<file path="config.mk">
export PLATFORM = sky130hd
export DESIGN_NAME = affine_index_consumer
export DESIGN_NICKNAME = d
export VERILOG_FILES = /design/src/rtl/affine_pkg.sv /design/src/rtl/affine_seq_tracker.sv /design/src/rtl/affine_index_consumer.sv
export SDC_FILE = /design/constraint.sdc
export NUM_CORES = 1
export LEC_CHECK = 0
export CAP_MARGIN = 20
export CORE_UTILIZATION = 25
export CTS_CLUSTER_SIZE = 12
export DETAILED_ROUTE_END_ITERATION = 6
export PLACE_DENSITY = 0.41
export SLEW_MARGIN = 20
export SYNTH_ARGS = -nofsm -noshare
export SYNTH_HDL_FRONTEND = slang
export SYNTH_SLANG_ARGS = --single-unit
</file>
<file path="constraint.sdc">
create_clock -name clk -period 2.85 [get_ports clk]
set_clock_uncertainty 0.05 [all_clocks]
set_input_delay 0.4275 -clock clk [delete_from_list [all_inputs] [get_ports clk]]
set_output_delay 0.4275 -clock clk [all_outputs]
set_load 0.01 [all_outputs]
</file>
<file path="src/rtl/affine_pkg.sv">
// Shared types for the affine controller interface: index width, index type,
// error cause encoding and the lexicographic "next point" helper.
package affine_pkg;

    localparam int unsigned AFFINE_IDX_W = 16;

    typedef logic [AFFINE_IDX_W-1:0] idx_t;

    typedef enum logic [1:0] {
        ERR_NONE    = 2'd0,
        ERR_SEQ     = 2'd1,
        ERR_OVERRUN = 2'd2,
        ERR_BOUNDS  = 2'd3
    } err_code_e;

    // A point of the 2-D iteration domain, y outer, x inner.
    typedef struct packed {
        idx_t y;
        idx_t x;
    } point_t;

    // Successor of (y, x) in lexicographic order; x wraps at last_x.
    // An out-of-domain x (> last_x) just increments, so a resync from a bad
    // tuple still yields a deterministic expectation.
    function automatic point_t next_point(input idx_t y, input idx_t x, input idx_t last_x);
        point_t p;
        if (x == last_x) begin
            p.x = '0;
            p.y = y + idx_t'(1);
        end else begin
            p.x = x + idx_t'(1);
            p.y = y;
        end
        return p;
    endfunction

endpackage

</file>
<file path="src/rtl/affine_seq_tracker.sv">
// Sequence tracker for the affine index stream: holds the expected next point,
// flags out-of-order tuples (resyncing from the received tuple), flags tuples
// arriving after the domain end, raises a sticky done and counts valid tuples.
// Error outputs are single-cycle pulses for the tuple currently on valid_i;
// the first-error latch lives in the parent.
module affine_seq_tracker
    import affine_pkg::*;
#(
    parameter int unsigned EXT_Y = 64,
    parameter int unsigned EXT_X = 64
) (
    input  logic        clk,
    input  logic        rst_n,
    input  logic        flush_i,
    input  logic        valid_i,
    input  idx_t [2:0]  d_i,
    output logic        done_o,
    output logic        seq_err_o,
    output logic        overrun_o,
    output logic [31:0] consumed_o
);

    localparam idx_t LastY = idx_t'(EXT_Y - 1);
    localparam idx_t LastX = idx_t'(EXT_X - 1);

    point_t      exp_q, exp_d;
    logic        done_q, done_d;
    logic [31:0] consumed_q, consumed_d;

    // Next-state for the pointer, done and count; error pulses for this tuple.
    always_comb begin
        exp_d      = exp_q;
        done_d     = done_q;
        consumed_d = consumed_q;
        seq_err_o  = 1'b0;
        overrun_o  = 1'b0;
        if (flush_i) begin
            exp_d      = '0;
            done_d     = 1'b0;
            consumed_d = '0;
        end else if (valid_i) begin
            if (consumed_q != 32'hFFFF_FFFF) begin
                consumed_d = consumed_q + 32'd1;
            end
            if (done_q) begin
                overrun_o = 1'b1;
            end else begin
                if ((d_i[0] != '0) || (d_i[1] != exp_q.y) || (d_i[2] != exp_q.x)) begin
                    seq_err_o = 1'b1;
                end
                if ((d_i[1] == LastY) && (d_i[2] == LastX)) begin
                    done_d = 1'b1;
                end
                // Advance from what was received, not from the old expectation.
                exp_d = next_point(d_i[1], d_i[2], LastX);
            end
        end
    end

    // Tracker state registers.
    always_ff @(posedge clk or negedge rst_n) begin
        if (!rst_n) begin
            exp_q      <= '0;
            done_q     <= 1'b0;
            consumed_q <= '0;
        end else begin
            exp_q      <= exp_d;
            done_q     <= done_d;
            consumed_q <= consumed_d;
        end
    end

    assign done_o     = done_q;
    assign consumed_o = consumed_q;

endmodule

</file>
<file path="src/rtl/affine_index_consumer.sv">
// Receiving end of the affine controller interface. Each valid index tuple is
// turned into a linear buffer address OFFSET + STRIDE_Y*y + STRIDE_X*x through
// a 2-stage pipeline, while affine_seq_tracker checks the stream walks the
// 2-D domain once in lexicographic order. err/err_code hold the first error.
// Optional build macro AFFINE_INDEX_CONSUMER_BOUNDS_CHECK_EN: compare the full
// 32-bit address against BUF_DEPTH, drop out-of-range entries, report code 3.
module affine_index_consumer
    import affine_pkg::*;
#(
    parameter int unsigned EXT_Y     = 64,
    parameter int unsigned EXT_X     = 64,
    parameter int unsigned STRIDE_Y  = 64,
    parameter int unsigned STRIDE_X  = 1,
    parameter int unsigned OFFSET    = 0,
    parameter int unsigned AW        = 16,
    parameter int unsigned BUF_DEPTH = 4096
) (
    input  logic          clk,
    input  logic          rst_n,
    input  logic          flush,
    input  idx_t [2:0]    d_in,
    input  logic          valid_in,
    output logic [AW-1:0] addr_out,
    output logic          addr_valid,
    output logic          done,
    output logic          err,
    output logic [1:0]    err_code,
    output logic [31:0]   consumed
);

    // Stage 1 registers.
    logic      s1_valid_q, s1_valid_d;
    idx_t      s1_y_q, s1_y_d;
    idx_t      s1_x_q, s1_x_d;

    // Stage 2 (output) registers.
    logic [AW-1:0] addr_q, addr_d;
    logic          addr_valid_q, addr_valid_d;

    // First-error latch.
    logic      err_q, err_d;
    err_code_e err_code_q, err_code_d;

    logic        seq_err;
    logic        overrun;
    logic [31:0] addr_full;
    logic        bounds_bad;
    logic        bounds_err;

    affine_seq_tracker #(
        .EXT_Y (EXT_Y),
        .EXT_X (EXT_X)
    ) u_tracker (
        .clk        (clk),
        .rst_n      (rst_n),
        .flush_i    (flush),
        .valid_i    (valid_in),
        .d_i        (d_in),
        .done_o     (done),
        .seq_err_o  (seq_err),
        .overrun_o  (overrun),
        .consumed_o (consumed)
    );

    // Unsigned 32-bit products and sum; truncation to AW happens at emission.
    assign addr_full = OFFSET + (STRIDE_Y * 32'(s1_y_q)) + (STRIDE_X * 32'(s1_x_q));

`ifdef AFFINE_INDEX_CONSUMER_BOUNDS_CHECK_EN
    assign bounds_bad = (addr_full >= BUF_DEPTH);
`else
    logic unused_cfg;
    assign bounds_bad = 1'b0;
    assign unused_cfg = ^{addr_full, BUF_DEPTH};
`endif

    assign bounds_err = s1_valid_q && bounds_bad;

    // Stage 1 capture; coordinates only follow valid tuples.
    always_comb begin
        s1_valid_d = valid_in && !flush;
        s1_y_d     = s1_y_q;
        s1_x_d     = s1_x_q;
        if (valid_in) begin
            s1_y_d = d_in[1];
            s1_x_d = d_in[2];
        end
    end

    // Stage 2: emit the address unless flushed or out of bounds; addr_out holds otherwise.
    always_comb begin
        addr_d       = addr_q;
        addr_valid_d = 1'b0;
        if (s1_valid_q && !bounds_bad && !flush) begin
            addr_d       = addr_full[AW-1:0];
            addr_valid_d = 1'b1;
        end
    end

    // Keep only the first error; same-cycle priority overrun > sequence > bounds.
    always_comb begin
        err_d      = err_q;
        err_code_d = err_code_q;
        if (flush) begin
            err_d      = 1'b0;
            err_code_d = ERR_NONE;
        end else if (!err_q) begin
            if (overrun) begin
                err_d      = 1'b1;
                err_code_d = ERR_OVERRUN;
            end else if (seq_err) begin
                err_d      = 1'b1;
                err_code_d = ERR_SEQ;
            end else if (bounds_err) begin
                err_d      = 1'b1;
                err_code_d = ERR_BOUNDS;
            end
        end
    end

    // Pipeline and error registers.
    always_ff @(posedge clk or negedge rst_n) begin
        if (!rst_n) begin
            s1_valid_q   <= 1'b0;
            s1_y_q       <= '0;
            s1_x_q       <= '0;
            addr_q       <= '0;
            addr_valid_q <= 1'b0;
            err_q        <= 1'b0;
            err_code_q   <= ERR_NONE;
        end else begin
            s1_valid_q   <= s1_valid_d;
            s1_y_q       <= s1_y_d;
            s1_x_q       <= s1_x_d;
            addr_q       <= addr_d;
            addr_valid_q <= addr_valid_d;
            err_q        <= err_d;
            err_code_q   <= err_code_d;
        end
    end

    assign addr_out   = addr_q;
    assign addr_valid = addr_valid_q;
    assign err        = err_q;
    assign err_code   = err_code_q;

endmodule

</file>
=== After elaboration in Yosys (flattened, before gate mapping) ===
Index checks and enable logic that the tools add are counted.

* Register bits: 112
* Bits of input ports: 52
* Output and inout port bits: 53

* Add/subtract/negate cells: 4
* Eq/ne operators: 7
* Muxes and demuxes: 27
* Reductions and logical operators: 13

{| class="wikitable"
|+ Operators with widths
! cell !! count
|-
| $mux W32 || 7
|-
| $add A16 B1 Y16 const B || 2
|-
| $add A32 B1 Y32 const B || 1
|-
| $eq A16 B6 Y1 const B || 2
|-
| $ne A16 B16 Y1 || 2
|-
| $ne A32 B32 Y1 const B || 1
|-
| $add A16 B16 Y16 || 1
|-
| $mux W1 || 16
|-
| $reduce_bool A16 Y1 || 1
|-
| $mux W2 || 4
|-
| $reduce_and A2 Y1 || 3
|-
| $ne A2 B2 Y1 const B || 2
|-
| $reduce_bool A2 Y1 || 2
|-
| $logic_and A1 B1 Y1 || 3
|-
| $reduce_bool A3 Y1 || 1
|-
| $logic_or A1 B1 Y1 || 2
|-
| $logic_not A1 Y1 || 1
|}

=== Longest topological paths before layout ===
Gate-level depths: netlist of run 1.

* Word-level depth: 11
* Depth in mapped cells: 8
* Mapped depth without buffers: 8

=== Cells and area by module ===
From an unflattened synthesis of run 1, not the netlist that was laid out.

* Cell total of the unflattened synthesis: 642
* Area, all modules: 6190.9 um^2

{| class="wikitable"
|+ Modules (own cells, without submodules)
! module !! instances !! cells each !! area each (um^2) !! sequential area each (um^2)
|-
| affine_seq_tracker || 1 || 461 || 4086.4 || 1626.6
|-
| affine_index_consumer || 1 || 181 || 2104.5 || 1176.1
|}

=== Least setup slack after synthesis of run 1 ===
Ideal clock, no wire load.

* Kind: in2reg
* Start: in d_in[41] in the netlist's numbering
* End: reg u_tracker.exp_q[31] in the netlist's numbering
* Library setup time: 99 ps
* Arrival time: 2486 ps
* Path slack: 215 ps
* Cell stages on the path: 7
* Path buffers: 2
* Cell sequence: clkbuf_1 or4_4 nand3b_4 buf_6 or4_4 or3_1 a311oi_1

* Longest elaborated chain between the ends: 5

{| class="wikitable"
|+ RTL lines
! element !! RTL line !! text
|-
| from (decl) || affine_index_consumer.sv:21 || <nowiki>input idx_t [2:0] d_in,</nowiki>
|-
| $eq A16 B6 Y1 || affine_pkg.sv:27 || <nowiki>if (x == last_x) begin</nowiki>
|-
| $mux W32 || affine_pkg.sv:27 ||
|-
| $mux W32 || affine_seq_tracker.sv:45 || <nowiki>if (done_q) begin</nowiki>
|-
| $mux W32 || affine_seq_tracker.sv:41 || <nowiki>end else if (valid_i) begin</nowiki>
|-
| $mux W32 || affine_seq_tracker.sv:37 || <nowiki>if (flush_i) begin</nowiki>
|-
| to (signal assigned) || affine_seq_tracker.sv:67 || <nowiki>exp_q <= exp_d;</nowiki>
|-
| to (decl) || affine_seq_tracker.sv:26 || <nowiki>point_t exp_q, exp_d;</nowiki>
|}

Every way passes these cells. The select of a mux whose other input is x is not followed.
A chain may end at the register's enable or synchronous reset.

=== Final worst setup path of run 1 ===
* Start: in d_in[38] in the netlist's numbering
* End: reg u_tracker.exp_q[29] in the netlist's numbering

Same word-level chain as after synthesis.

==> run metrics, run 1 <==
outcome finished, final reports clean; sequential share of the synthesized area 44.4%; number of global-route vias before repair ~5,700; WL final 19,000 um; CTS max path bufs 2; most frequent CP cell or4_4; WP data required between 3000 and 4000 ps; Worst EP arrival 2820 ps; post-synth top area cell dfrtp_1; post-synthesis register bit count ~110; # IOs approximately 110; clock-pin transition on the worst setup and hold timing paths ~80 ps; worst-path fanout max 5; global route overflow 0; CP max-delay cell or4_4; Die X 161 um; CP Class input pin to register; Mapped Cells 666; Post-CTS Setup Bufs 0; setup TNS 0 ps; RSZ-0062 raised after global routing no; CP max stage delay about 560 ps; layout cells sized above 1 13.2%; first-pass GRT wire length 31,300 um; Die ar. 0.0259 sq mm; Initial DRT Pass Iterations 6; Synth Cell Area about 0.0063 sq mm; Skew-Pair Late Insertion Delay around 360 ps; Yosys Warn Count 0; Synth top area share 44.4%; Placement Setup Slack -113 ps; vias per cell 4.85; Starting Density roughly 26%; Worst Tran Pin Value between 800 and 900 ps; # H-tree levels 3; Layout fillers approximately 2,600; Layout Cells excl Fill between 1,000 and 1,500; Main synth FF type dfrtp_1; Slew HR a little under half; DR WL/cell between 15 and 20 um; Hold Crit Class register to register; CTS tree yes; Die Ht between 150 and 200 um; Avg Inst Size Synth roughly 9.5 sq um; Min Hold Slack 416 ps; Fin. Hold Viols 0; clock sinks between 100 and 150; initial antenna violation count 0; maximum VDD drop roughly 350 uV; worst path cell trace clkdlybuf4s50_1 > or4_4 > nand3b_4 > or4_4 > buf_4 > or3_1 > a31oi_1; Yosys cell types 54; number of cell rows between 50 and 60; dpl cells approximately 1,100; leakage roughly 3.3 nW; CTS root buf clkbuf_16; pwr dens 479 mW/mm^2; period utilization around nine tenths; core area ~0.025 sq mm; Fmax slightly below 400 MHz; post-DP HPWL 14,500 um; min Tclk post-route about 2600 ps; # port buffers 104; drt initial violations 180; EDFF count, synth 0; CP bufs+invs 2; remaining antenna violation count after routing 0; cts bufs inserted 9; CP endpoint kind register; final setup vio count 0; Final Max Slew Viols 0; Async SR Flop Fraction between 90% and 100%; Util after Layout 34.0%; Nets roughly 860; Area contributors post-synth dfrtp_1 (44%), xnor2_1 (5.1%), mux2_2 (5.0%); Mapped Nets approximately 730; RD Place Congestion roughly 0.84; total of max-cap violations 0; largest net degree at the start of global routing 44; Area Growth Syn to Fin 32.2%; Vias ~5,500; gr usage total ~15%; DRC viols 0; Startpoint Class input pin; ant diodes 0; CP top delay family simple AND/OR/NAND/NOR gates; slack of the critical path 257 ps
## final cells by class
type                       count  area, sq um  area share (%)
timing repair buffer         155         1440            17.2
sequential                   112         2800            33.6
multi-input combinational    498         3290            39.4
clock inverter                 7          104            1.24
clock buffer                   9          225            2.70
inverter                      22         82.6           0.990
tap                          324          405            4.86
## metal layers
layer  up-vias  wire length, um  track usage, %
met2        96             9230            25.9
met3        21              509            2.53
met5         -                0               0
met1      2662             8950            20.2
li1       2685                -               -
met4         0              346            4.46
## registers in the layout, indices dropped and copies added (netlist names)
register              flops
s1_y_q                   10
u_tracker.consumed_o     32
s1_x_q                   16
addr_valid                1
u_tracker.done_o          1
s1_valid_q                1
addr_out                 16
u_tracker.exp_q          32
err                       1
err_code                  2
## cell usage in the layout, fill, tap and decap left out, types with 8 or more instances in the layout
| cell type | n |
|---|---|
| a21oi_1 | 31 |
| and3_1 | 11 |
| and4_1 | 8 |
| buf_4 | 50 |
| clkbuf_16 | 9 |
| clkdlybuf4s50_1 | 103 |
| dfrtp_1 | 112 |
| ha_1 | 12 |
| inv_1 | 22 |
| mux2_2 | 28 |
| nand2_1 | 73 |
| nand3_1 | 29 |
| nand4_1 | 19 |
| nor2_1 | 25 |
| nor3_1 | 12 |
| nor4_1 | 20 |
| o21ai_0 | 56 |
| o31ai_1 | 8 |
| or3_1 | 17 |
| or4_1 | 8 |
| xnor2_1 | 37 |
| xor2_1 | 28 |
## synth_stat cells, drive strengths merged (10+ instances only)
cell type and n:
a21oi 31, nand4 19, and3 11, dfrtp 112, inv 22, ha 12, nor4 21, o21ai 56
nand2 73, xnor2 37, nor2 26, or3 17, xor2 28, or4 10, clkbuf 31, nand3 29
mux2 28, nor3 12
## kinds of logic (layout without fill, tap and decap cells)
kind of cell | Yosys count | after routing | synth area share [%]
buffers and inverters | 56 | 193 | 3.57
AO/OA/AOI/OAI | 134 | 134 | 12.8
AND/OR/NAND/NOR | 255 | 255 | 22.0
flip-flops | 112 | 112 | 44.4
multiplexers | 31 | 31 | 5.47
XOR/XNOR | 65 | 65 | 9.02
adder cells (fa/ha/maj) | 13 | 13 | 2.70
## metrics by stage
step                      instance area [sq um]  power (W)
final                                      8340    0.00400
after global routing                       8340    0.00421
after detailed placement                   8000    0.00262
after CTS                                  8340    0.00407
after floorplan                            6310    0.00220
after global placement                     8000    0.00261
## tightest hold or removal path, stage by stage, from the launching register on
cell and delay (ps):
dfrtp_1 350, nand2_1 50, nand2_1 40
## worst paths after layout
kind | start | to | slack (ps) | cells after the start
hold / removal | s1_x_q[4] | addr_out[4] | 420 | 2
min in group asynchronous | rst_n | u_tracker.consumed_o[12] | 530 | 2
hold reg to reg | s1_x_q[4] | addr_out[4] | 420 | 2
setup / recovery | d_in[38] | u_tracker.exp_q[29] | 260 | 7
max in group asynchronous | rst_n | u_tracker.exp_q[2] | 1530 | 3
setup reg to reg | u_tracker.consumed_o[6] | u_tracker.consumed_o[27] | 520 | 5
## repair_timing
item	CTS	global route
hold endpoints to repair	4	0
hold buffers	1	0
gates resized for setup	0	0
## report_power, final
group / internal [W] / switching, W / leakage (nW)
Clock: 0.000782 / 0.000642 / 0.154
Combinational: 0.000393 / 0.000384 / 1.70
Sequential: 0.00172 / 0.0000821 / 1.45
(Power assumes the default switching activity.)
==> inputs of run 2 (changes only) <==
Settings changed: SLEW_MARGIN 20 to 25, SYNTH_HIERARCHICAL set to 1.
==> run metrics, run 2 <==
DRC viols 0 (unchanged); number of cell rows 57 (unchanged); CP Class register to register (was input pin to register); final setup vio count 0 (unchanged); Synth top area share 45.3% (was 44.4%); Die Ht 159 um (was 161 um); Mapped Cells 642 (was 666); post-synth top area cell dfrtp_1 (unchanged); # H-tree levels 3 (unchanged); vias per cell 4.88 (was 4.85); Synth Cell Area 0.00619 sq mm (was 0.00631 sq mm); Die X 159 um (was 161 um); remaining antenna violation count after routing 0 (unchanged); drt initial violations 307 (was 180); gr usage total 14.9% (was 15.4%); CP bufs+invs 0 (was 2); Startpoint Class register (was input pin); leakage 3.16 nW (was 3.30 nW); Yosys cell types 61 (was 54); maximum VDD drop 240 uV (was 348 uV); most frequent cells in the layout dfrtp_1 (112), clkdlybuf4s50_1 (101), nand2_1 (86) (was dfrtp_1 (112), clkdlybuf4s50_1 (103), nand2_1 (73)); CTS root buf clkbuf_16 (unchanged); CTS tree yes (unchanged); Starting Density 25.5% (was 25.7%); DR WL met2 8600 um (was 9230 um); WP data required 3080 ps (about the same); internal power consumption 0.00279 W (was 0.00289 W); CP endpoint kind register (unchanged); area of the multi-input gates 0.00323 sq mm (was 0.00329 sq mm); largest net degree at the start of global routing 67 (was 44); Initial DRT Pass Iterations 4 (was 6); Slew HR 54.4% (was 46.4%); Async SR Flop Fraction 100% (unchanged); DR WL/cell 17.0 um (was 16.9 um); setup TNS 0 ps (unchanged); Avg Inst Size Synth 9.64 sq um (was 9.47 sq um); uppermost routed layer met4 (unchanged); Worst EP arrival 2720 ps (was 2820 ps); slack of the critical path 364 ps (was 257 ps); routed wl met3 565 um (was 509 um); initial antenna violation count 0 (unchanged); Nets 825 (was 863); Vias 5,311 (was 5,464); Hold Crit Class register to register (unchanged); sequential share of power 46.0% (was 45.0%); most frequent cell after synthesis dfrtp_1 (unchanged); CP max stage delay 710 ps (was 560 ps); CP max-delay cell a41o_1 (was or4_4); WL final 18,500 um (was 19,000 um); cts bufs inserted 9 (unchanged); global route overflow 0 (unchanged); Min Hold Slack 419 ps (was 416 ps); post-synthesis register bit count 112 (unchanged); Fmax 402 MHz (was 386 MHz); Logic pwr share 19.7% (was 19.4%); sw power 0.00111 W (about the same); Mapped Nets 707 (was 731); Die ar. 0.0254 sq mm (was 0.0259 sq mm); number of global-route vias before repair 5,250 (was 5,690); clock-pin transition on the worst setup and hold timing paths 80 ps (about the same); Sequential cell area 0.00280 sq mm (unchanged); core area 0.0243 sq mm (was 0.0245 sq mm); # IOs 105 (unchanged); Area Growth Syn to Fin 30.2% (was 32.2%); Util after Layout 33.1% (was 34.0%); M1 WL 9080 um (was 8950 um); sequential share of the synthesized area 45.3% (was 44.4%); Skew-Pair Late Insertion Delay 370 ps (was 360 ps); EDFF count, synth 0 (unchanged); RD Place Congestion 0.807 (was 0.837); # port buffers 104 (unchanged); Placement Setup Slack 167 ps (was -113 ps); most common cell after layout, fill and taps aside dfrtp_1 (unchanged); first-pass GRT wire length 29,800 um (was 31,300 um); worst-path fanout max 20 (was 5); Area contributors post-synth dfrtp_1 (45%), xnor2_1 (5.9%), nand2_1 (5.2%) (was dfrtp_1 (44%), xnor2_1 (5.1%), mux2_2 (5.0%)); layout cells sized above 1 11.4% (was 13.2%); Synth top cells by count dfrtp_1 (112), nand2_1 (86), xnor2_1 (42) (was dfrtp_1 (112), nand2_1 (73), o21ai_0 (56)); CTS max path bufs 2 (unchanged); Final Max Slew Viols 0 (unchanged); total of max-cap violations 0 (unchanged); CP top delay family compound AO/OA/AOI/OAI gates (was simple AND/OR/NAND/NOR gates); Post-CTS Setup Bufs 0 (unchanged); pwr dens 484 mW/mm^2 (was 479 mW/mm^2); Clk network pwr share 34.2% (was 35.6%); outcome finished, final reports clean (unchanged); Fin. Hold Viols 0 (unchanged); RSZ-0062 raised after global routing no (unchanged); PnR Total Power 0.00390 W (was 0.00400 W); Yosys Warn Count 6 (was 0); Worst Tran Pin Value 684 ps (was 803 ps); ant diodes 0 (unchanged); post-DP HPWL 13,600 um (was 14,500 um); Switching Share 28.5% (was 27.7%); min Tclk post-route 2490 ps (was 2590 ps); worst path cell trace nand4_2 > nor4_4 > a41o_1 > o21ai_0 > a21oi_1 (was clkdlybuf4s50_1 > or4_4 > nand3b_4 > or4_4 > buf_4 > or3_1 > a31oi_1); clock sinks 112 (unchanged); Layout fillers 2,475 (was 2,558); period utilization 87.2% (was 91.0%); Main synth FF type dfrtp_1 (unchanged)
run 2: changes by cell type in the layout (fill, tap and decap cells not counted), moves of 7 or more:
cell,change
a21oi_1,-8
buf_4,-24
inv_1,-7
nand2_1,+13
nand3_1,-9
nand4_1,+7
o21ai_0,-15
o21ai_1,+7
or3_1,-9
run 2: path summary, 6_finish.rpt:
kind / from / end / slack [ps] / cells after the start
hold / removal: s1_x_q[4] / addr_out[4] / 420 / 2
setup reg to reg: u_tracker/consumed_o[25] / u_tracker/consumed_o[11] / 360 / 5
setup / recovery: u_tracker/consumed_o[25] / u_tracker/consumed_o[11] / 360 / 5
min in group asynchronous: rst_n / u_tracker/consumed_o[27] / 460 / 2
hold reg to reg: s1_x_q[4] / addr_out[4] / 420 / 2
max in group asynchronous: rst_n / s1_y_q[7] / 1580 / 3
run 2: worst reg2reg max path, stage by stage (launching register included):
cell and delay (ps):
dfrtp_1 470, nand4_2 230, nor4_4 590, a41o_1 710, o21ai_0 190, a21oi_1 160
run 2: area by class of cell:
cell class,count,share of cell area (%)
multi-input combinational,488,40.0
sequential,112,34.8
timing repair buffer,132,15.7
tap,324,5.03
clock buffer,10,2.84
clock inverter,6,0.838
inverter,17,0.792
run 2: kinds of logic (layout without fill, tap and decap cells):
group	count (synthesis)	after routing	synth area share, %
multiplexers	28	28	5.11
AO/OA/AOI/OAI	116	116	11.6
flip-flops	112	112	45.3
XOR/XNOR	75	75	10.6
buffers and inverters	42	165	2.69
AND/OR/NAND/NOR	256	256	22.0
adder cells (fa/ha/maj)	13	13	2.75
run 2: routing by layer:
layer,global-route usage (%),vias up
li1,-,2545
met1,20.9,2653
met2,23.6,101
met3,2.42,12
met4,4.37,0
met5,0,-
run 2: what timing repair did:
item                                   4_1_cts  5_1_grt
gates resized for setup                      0        0
hold buffers                                 1        0
endpoints found under the hold margin       22        0
run 2: power by group through the flow:
| stage | logic [W] | clock network, W | registers, W |
|---|---|---|---|
| 3_5_place_dp | 0.000780 | 0 | 0.00183 |
| 3_3_place_gp | 0.000777 | 0 | 0.00183 |
| 5_1_grt | 0.000852 | 0.00145 | 0.00182 |
| 2_1_floorplan | 0.000351 | 0 | 0.00184 |
| 6_report | 0.000770 | 0.00134 | 0.00179 |
| 4_1_cts | 0.000784 | 0.00139 | 0.00180 |
run 2: metrics by stage:
step                cells  area [sq um]
global route         1089          8060
floorplan             642          6190
detailed placement   1072          7750
CTS                  1089          8060
global placement     1072          7750
finish               1089          8060
==> inputs of run 3 (changes only) <==
Settings changed: CELL_PAD_IN_SITES_DETAIL_PLACEMENT set to 0, CELL_PAD_IN_SITES_GLOBAL_PLACEMENT set to 1, PLACE_DENSITY 0.41 to 0.5, REMOVE_ABC_BUFFERS set to 1.
==> run metrics, run 3 (same netlist as run 2, synthesis figures left out) <==
outcome finished, final reports clean (unchanged); Slew HR 50.5% (was 54.4%); gr usage total 15.0% (was 14.9%); WL final 18,400 um (was 18,500 um); CTS root buf clkbuf_16 (unchanged); M1 WL 9200 um (was 9080 um); first-pass GRT wire length 29,700 um (was 29,800 um); flop2flop setup slack 440 ps (was 360 ps); DRC viols 0 (unchanged); vias per cell 4.81 (was 4.88); worst path cell trace ha_1 > and4_1 > nand3_1 > or4_4 > or3_1 > a21oi_1 (was nand4_2 > nor4_4 > a41o_1 > o21ai_0 > a21oi_1); Die Ht 159 um (unchanged); number of cell rows 57 (unchanged); core area 0.0243 sq mm (unchanged); Die X 159 um (unchanged); PnR Total Power 0.00394 W (was 0.00390 W); initial antenna violation count 0 (unchanged); Die ar. 0.0254 sq mm (unchanged); Layout fillers 2,520 (was 2,475); global route overflow 0 (unchanged); CP Class register to register (unchanged); Sequential cell area 0.00280 sq mm (unchanged); routed wl met3 598 um (was 565 um); worst-path fanout max 9 (was 20); most frequent cells in the layout dfrtp_1 (112), clkdlybuf4s50_1 (101), nand2_1 (86) (unchanged); Post-CTS Setup Bufs 0 (unchanged); clock-pin transition on the worst setup and hold timing paths 80 ps (about the same); # H-tree levels 3 (unchanged); Fin. Hold Viols 0 (unchanged); uppermost routed layer met4 (unchanged); slack of the critical path 443 ps (was 364 ps); leakage 3.17 nW (was 3.16 nW); Nets 825 (unchanged); remaining antenna violation count after routing 0 (unchanged); Startpoint Class register (unchanged); RD Place Congestion 0.809 (was 0.807); DR WL/cell 16.9 um (was 17.0 um); Fmax 416 MHz (was 402 MHz); largest net degree at the start of global routing 55 (was 67); CP endpoint kind register (unchanged); maximum VDD drop 219 uV (was 240 uV); CP max-delay cell or4_4 (was a41o_1); # IOs 105 (unchanged); DR WL met2 8340 um (was 8600 um); most common cell after layout, fill and taps aside dfrtp_1 (unchanged); CP bufs+invs 0 (unchanged); Vias 5,243 (was 5,311); CTS resizes 0 (unchanged); Placement Setup Slack 47.9 ps (was 167 ps); total of max-cap violations 0 (unchanged); cts bufs inserted 9 (unchanged); CP top delay family simple AND/OR/NAND/NOR gates (was compound AO/OA/AOI/OAI gates); Area Growth Syn to Fin 30.5% (was 30.2%); Final Max Slew Viols 0 (unchanged); ant diodes 0 (unchanged); area of the multi-input gates 0.00323 sq mm (unchanged); Initial DRT Pass Iterations 4 (unchanged); RSZ-0062 raised after global routing no (unchanged); drt initial violations 276 (was 307); CTS max path bufs 2 (unchanged); # port buffers 104 (unchanged); CP max stage delay 610 ps (was 710 ps); Skew-Pair Late Insertion Delay 360 ps (was 370 ps); CTS tree yes (unchanged); min Tclk post-route 2410 ps (was 2490 ps); setup TNS 0 ps (unchanged); pwr dens 488 mW/mm^2 (was 484 mW/mm^2); WP data required 3080 ps (about the same); Worst EP arrival 2640 ps (was 2720 ps); period utilization 84.4% (was 87.2%); layout cells sized above 1 11.6% (was 11.4%); Starting Density 25.5% (unchanged); Hold Crit Class input pin to asynchronous set/reset pin (was register to register); final setup vio count 0 (unchanged); Worst Tran Pin Value 742 ps (was 684 ps); post-DP HPWL 13,500 um (was 13,600 um); Hold Buf Count CTS 0 (was 1); number of global-route vias before repair 5,276 (was 5,250); clock sinks 112 (unchanged)
[run 3: report_power, final]
part	switching, W	leakage (nW)	internal (W)	total [W]
Clock	0.000636	0.154	0.000740	0.00138
Sequential	0.0000769	1.46	0.00172	0.00179
Combinational	0.000386	1.56	0.000382	0.000768
Total	0.00110	3.17	0.00284	0.00394
[run 3: per-stage QoR]
step	hold slack [ps]	instances	utilization, %	cell area (sq um)
final	88.2	1089	33.2	8080
after global routing	156	1089	33.2	8080
after CTS	119	1089	33.2	8080
after detailed placement	400	1073	31.9	7760
after global placement	402	1073	31.9	7760
after floorplan	81.9	617	-	6090
[run 3: worst paths after layout]
| kind | startpoint | to | depth (start not counted) |
|---|---|---|---|
| worst max register to register | u_tracker/consumed_o[0] | u_tracker/consumed_o[30] | 6 |
| worst min-delay path | rst_n | u_tracker/consumed_o[20] | 1 |
| worst min register to register | s1_x_q[3] | addr_out[3] | 2 |
| max in group asynchronous | rst_n | u_tracker/consumed_o[25] | 2 |
| worst max-delay path | u_tracker/consumed_o[0] | u_tracker/consumed_o[30] | 6 |
| min in group clk | flush | s1_valid_q | 2 |
[run 3: area by class of cell]
type / instances / share of cell area [%]
multi-input cells: 488 / 39.9
clock inverters: 5 / 0.775
flip-flops and latches: 112 / 34.7
clock buffers: 11 / 3.13
inverters: 17 / 0.790
repair buffers: 132 / 15.6
well taps: 324 / 5.02
[run 3: worst reg2reg max path: stages (launching register included)]
cell and delay (ps):
dfrtp_1 430, ha_1 220, and4_1 240, nand3_1 300, or4_4 620, or3_1 320, a21oi_1 150
[run 3: metal layers]
metal | global-route usage [%] | vias to the layer above
li1 | - | 2555
met1 | 21.0 | 2574
met2 | 23.7 | 100
met3 | 2.58 | 14
met4 | 3.85 | 0
met5 | 0 | -
